[src/rtl/mux_n_pipe_pkg.sv]
// Shared datapath definitions for the N-input selector pipeline.
package mux_n_pipe_pkg;

  localparam int unsigned DEFAULT_DATA_WIDTH = 32;

  // Beat layout at the default width; other widths carry the same {data, err} as a packed vector.
  typedef struct packed {
    logic [DEFAULT_DATA_WIDTH-1:0] data;
    logic                          err;
  } beat_t;

  function automatic logic sel_oob(input int unsigned sel, input int unsigned n);
    return sel >= n;
  endfunction

endpackage

[src/rtl/mux_n_pipe_skid_reg.sv]
// Generic 1-deep skid/pipeline register with valid/ready; in_ready is registered.
module skid_reg #(
  parameter int unsigned WIDTH = 8
) (
  input  logic             clk,
  input  logic             rst,
  input  logic             in_valid,
  output logic             in_ready,
  input  logic [WIDTH-1:0] in_data,
  output logic             out_valid,
  input  logic             out_ready,
  output logic [WIDTH-1:0] out_data
);

  typedef enum logic [1:0] {EMPTY, ONE, TWO} state_t;

  state_t           state;
  logic [WIDTH-1:0] skid_data;
  logic             accept;
  logic             drain;

  assign accept = in_valid && in_ready;
  assign drain  = out_valid && out_ready;

  always_ff @(posedge clk or posedge rst) begin
    if (rst) begin
      state     <= EMPTY;
      out_valid <= 1'b0;
      in_ready  <= 1'b1;
      out_data  <= '0;
      skid_data <= '0;
    end else begin
      case (state)
        EMPTY: if (accept) begin
          out_data  <= in_data;
          out_valid <= 1'b1;
          state     <= ONE;
        end
        ONE: begin
          if (accept && !drain) begin
            skid_data <= in_data;
            in_ready  <= 1'b0;
            state     <= TWO;
          end else if (accept && drain) begin
            // new beat bypasses the skid so streaming keeps 1 beat/cycle
            out_data <= in_data;
          end else if (drain) begin
            out_valid <= 1'b0;
            state     <= EMPTY;
          end
        end
        TWO: if (drain) begin
          out_data <= skid_data;
          in_ready <= 1'b1;
          state    <= ONE;
        end
        default: begin
          state     <= EMPTY;
          out_valid <= 1'b0;
          in_ready  <= 1'b1;
        end
      endcase
    end
  end

endmodule

[src/rtl/mux_n_pipe.sv]
// N-input selector with registered valid/ready output, skid buffer and saturating error count.
module mux_n_pipe
  import mux_n_pipe_pkg::*;
#(
  parameter int unsigned  DATA_WIDTH    = DEFAULT_DATA_WIDTH,
  parameter int unsigned  NUM_INPUTS    = 3,
  parameter int unsigned  ERR_CNT_WIDTH = 8,
  localparam int unsigned SEL_WIDTH     = $clog2(NUM_INPUTS)
) (
  input  logic                             clk,
  input  logic                             rst,
  input  logic                             in_valid,
  output logic                             in_ready,
  input  logic [SEL_WIDTH-1:0]             mux_sel,
  input  logic [NUM_INPUTS*DATA_WIDTH-1:0] in_data,
  output logic                             out_valid,
  input  logic                             out_ready,
  output logic [DATA_WIDTH-1:0]            d_out,
  output logic                             out_err,
  output logic [ERR_CNT_WIDTH-1:0]         err_cnt,
  input  logic                             err_clr
);

  logic [DATA_WIDTH-1:0] sel_data;
  logic                  sel_err;
  logic [DATA_WIDTH:0]   pipe_out;
  logic                  accept;

  // out-of-range selects fall back to input 0, matching the legacy muxes
  always_comb begin
    sel_err  = sel_oob(32'(mux_sel), NUM_INPUTS);
    sel_data = in_data[0 +: DATA_WIDTH];
    for (int unsigned k = 1; k < NUM_INPUTS; k++) begin
      if (32'(mux_sel) == k) sel_data = in_data[k*DATA_WIDTH +: DATA_WIDTH];
    end
  end

  skid_reg #(
    .WIDTH(DATA_WIDTH + 1)
  ) u_skid (
    .clk      (clk),
    .rst      (rst),
    .in_valid (in_valid),
    .in_ready (in_ready),
    .in_data  ({sel_data, sel_err}),
    .out_valid(out_valid),
    .out_ready(out_ready),
    .out_data (pipe_out)
  );

  assign d_out   = pipe_out[DATA_WIDTH:1];
  assign out_err = pipe_out[0];
  assign accept  = in_valid && in_ready;

  always_ff @(posedge clk or posedge rst) begin
    if (rst) begin
      err_cnt <= '0;
    end else if (err_clr) begin
      err_cnt <= '0;
    end else if (accept && sel_err && (err_cnt != '1)) begin
      err_cnt <= err_cnt + 1'b1;
    end
  end

endmodule

[config.mk]
export PLATFORM = sky130hd
export DESIGN_NAME = mux_n_pipe
export DESIGN_NICKNAME = d
export VERILOG_FILES = /design/src/rtl/mux_n_pipe_pkg.sv /design/src/rtl/mux_n_pipe_skid_reg.sv /design/src/rtl/mux_n_pipe.sv
export SDC_FILE = /design/constraint.sdc
export NUM_CORES = 1
export LEC_CHECK = 0
export ABC_AREA = 1
export BUFFER_PORTS_ARGS = -buffer_cell sky130_fd_sc_hd__buf_2
export CORE_ASPECT_RATIO = 1.4
export CORE_UTILIZATION = 38
export DETAILED_ROUTE_END_ITERATION = 12
export PLACE_DENSITY = 0.64
export SYNTH_ARGS = -nofsm -noshare
export SYNTH_HDL_FRONTEND = slang
export SYNTH_SLANG_ARGS = --single-unit
[constraint.sdc]
create_clock -name clk -period 2 [get_ports clk]
set_input_delay 0 -clock clk [delete_from_list [all_inputs] [get_ports clk]]
set_output_delay 0 -clock clk [all_outputs]
set_load 0.01 [all_outputs]
==> results.yml <==
placed_design:
  finalWeightedCongestion: 0.858
  hpwl_um: 9400
  port_buffers: 145
  place_ws_ns: 0.428
route:
  vias: 4898
  drc: 0
  wl_per_cell_um: 13.5
  dr.pass1.iters: 4
  via_per_inst: 5.02
  routed_wl_um: 13200
  drtAntennaViolNets: 0
  drt_iter0_drc: 208
synth:
  syn_area_per_cell_um2: 6.62
  synthCells: 676
  synth_seq_cells: 78
  yosysWarningCount: 0
  synth-edff-count: 0
  ys.flop_type: "dfrtp_1"
  post-synth-top-count-cell: "nand2_1"
  synth_fp_nets: 780
  synthArstFlopShare_pct: 100
  netlist_top_cells_count: "nand2_1 (291), nand3_1 (107), nor2_1 (78), dfrtp_1 (77), inv_1 (41)"
  synth_top_area_share_pct: 43.1
  seq_area_frac_synth_pct: 43.7
  synth_top_area_cell: "dfrtp_1"
  ys_top_cells_by_area: "dfrtp_1 (43%), nand2_1 (24%), nand3_1 (12%)"
  ys_types: 26
  syn_area_um2: 4470
power_and_ir_drop:
  power_density_nw_per_um2: 1190
  switching_share_pct: 39.4
  intPower_w: 0.00416
  p_clk_share_pct: 21.6
  seqPwrFrac_pct: 38.5
  p_sw_w: 0.00271
  total_power_w: 0.00687
  irDropWorstVdd_mv: 0.565
  p_leak_nw: 3.43
  combPwrFrac_pct: 39.9
cells_and_area:
  finalNetCount: 929
  area_growth_pct: 29.1
  drive_gt1_share_pct: 22.2
  final_util_pct: 50.7
floorplan:
  fp.dieH_um: 130
  initial_core_util_pct: 39.2
  io_pins: 146
  die-area_um2: 12200
  core_um2: 11400
  fp.dieW_um: 93.7
  num_rows: 46
cts:
  cts-hold-fix-buffers: 14
  clock_latency_ns: 0.33
  ctsRootBufferMaster: "clkbuf_16"
  clk_path_buf_depth: 2
  cts_buffers: 9
  cts_tree: "yes"
  cts.sinks: 78
  htree_levels: 3
  clk_pin_slew_ns: 0.06
  cts-resized-gates: 0
  cts_setup_buffers: 0
global_route:
  grt_pass1_wl_um: 21600
  antenna_found_initial: 0
  grt-ovfl-total: 0
  grt_pass1_vias: 4779
  grt_max_degree: 44
  grt_use_total_pct: 22.5
worst_setup_path:
  worst-path-buf-inv: 2
  worstPathRequired_ns: 2.27
  worstPathArrival_ns: 1.84
  crit_type: "reg2reg"
  crit_top_cell: "nand2_1"
  cp-end-kind: "flip-flop"
  cpLargestDelayFamily: "buffers and inverters"
  worst_path_max_delay_cell: "dfstp_2"
  worst-path-max-fanout: 32
  cp-start-kind: "flip-flop"
  cpPeakStageDelay_ns: 0.54
  cp_cell_sequence: "nand2_1, inv_1, nand3_2, inv_2, nand2_1, nand2_1"
sta:
  fin_crit_ns: 1.57
  finClkSkew_ns: 0.00487
  setup_viol: 0
  fin_ws_ns: 0.427
  hold_viol: 0
  max_freq_ghz: 0.636
  rsz0062_at_grt: "false"
  tns_ns: 0
  drv_slew: 0
  fin_crit_sh_pct: 78.7
  worst_slew_pin_slew_ns: 0.682
  slew-limit-headroom_pct: 54.5
run:
  drv_cap: 0
hold_path:
  worstHoldPathType: "in2reg"
run_status:
  status: "finished clean"
## placed cells by master, fill, tap and decap left out, types with 2 or more instances in the layout
master / Yosys / layout
buf_2: 22 / 145
nand2_2: 1 / 2
diode_2: 0 / 2
buf_12: 0 / 3
nor2_1: 78 / 77
o21ai_1: 2 / 2
inv_2: 3 / 3
buf_4: 1 / 12
nand2_1: 291 / 290
nand4_1: 18 / 18
clkbuf_16: 0 / 9
a21oi_1: 3 / 3
dlygate4sd3_1: 0 / 14
nand3_1: 107 / 107
dfrtp_1: 77 / 77
inv_1: 41 / 40
clkinv_2: 0 / 6
o21ai_0: 8 / 8
nor3_1: 2 / 2
## layout make-up
class | instances | area, um^2
Fill cell | 1185 | 5620
Clock inverter | 5 | 25.0
Tap cell | 144 | 180
Clock buffer | 11 | 243
Timing Repair Buffer | 174 | 1020
Multi-Input combinational cell | 517 | 2180
Inverter | 45 | 170
Sequential cell | 78 | 1950
Antenna cell | 2 | 5.00
## routing by layer
metal	global-route usage, %	part of all wire (%)	vias up
li1	-	-	2435
met5	0	0	-
met2	41.0	52	152
met3	2.33	3.8	32
met1	25.2	40	2279
met4	13.2	3.8	0
## sequential cells by signal, summed over array words and instances, names as in the netlist
register          count
u_skid.in_ready       1
u_skid.out_data      33
u_skid.out_valid      1
u_skid.state          2
u_skid.skid_data     33
err_cnt               8
## cells by family (layout without fill, tap and decap cells)
logic type                 count (synthesis)  count (layout)  synth area share, %
DFF                                       78              78                 43.7
other                                      0               2                    0
buffers and inverters                     81             235                 7.67
AOI/OAI and AO/OA                         16              16                 1.96
and+or+nand+nor                          499             499                 46.2
adders and majority gates                  1               1                0.280
xor gates and xnor gates                   1               1                0.196
## power by group through the flow
| stage | clock network, W | registers [W] | logic (W) |
|---|---|---|---|
| after floorplan | 0 | 0.00274 | 0.00171 |
| after global placement | 0 | 0.00264 | 0.00268 |
| after detailed placement | 0 | 0.00265 | 0.00274 |
| after CTS | 0.00151 | 0.00264 | 0.00278 |
| after global routing | 0.00158 | 0.00271 | 0.00314 |
| final | 0.00148 | 0.00264 | 0.00274 |
## per-stage QoR
stage	area (um^2)	instances	hold slack, ns
after global placement	5360	944	0.128
after floorplan	4470	676	0.159
after CTS	5770	974	0.00507
final	5770	976	0.00513
after detailed placement	5360	944	0.127
after global routing	5770	974	0.0367
## final timing paths
path	startpoint	end	slack, ns	cells after the start
worst max register to register	u_skid.in_ready$_DFFE_PP1P_	u_skid.skid_data[17]$_DFFE_PP0P_	0.43	6
min in group asynchronous	rst	u_skid.out_data[0]$_DFFE_PP0P_	0.31	3
worst min-delay path	in_data[87]	u_skid.skid_data[24]$_DFFE_PP0P_	0.005	5
worst min register to register	u_skid.out_data[2]$_DFFE_PP0P_	u_skid.out_data[2]$_DFFE_PP0P_	0.47	2
worst max-delay path	u_skid.in_ready$_DFFE_PP1P_	u_skid.skid_data[17]$_DFFE_PP0P_	0.43	6
max in group asynchronous	rst	u_skid.out_data[13]$_DFFE_PP0P_	1.13	4
## worst min-delay path: stages
cell	delay [ns]
buf_2	0.08
nand2_1	0.07
nand2_1	0.07
nand2_1	0.04
nand2_1	0.05
No activity file was read; power rests on OpenSTA's default activity.
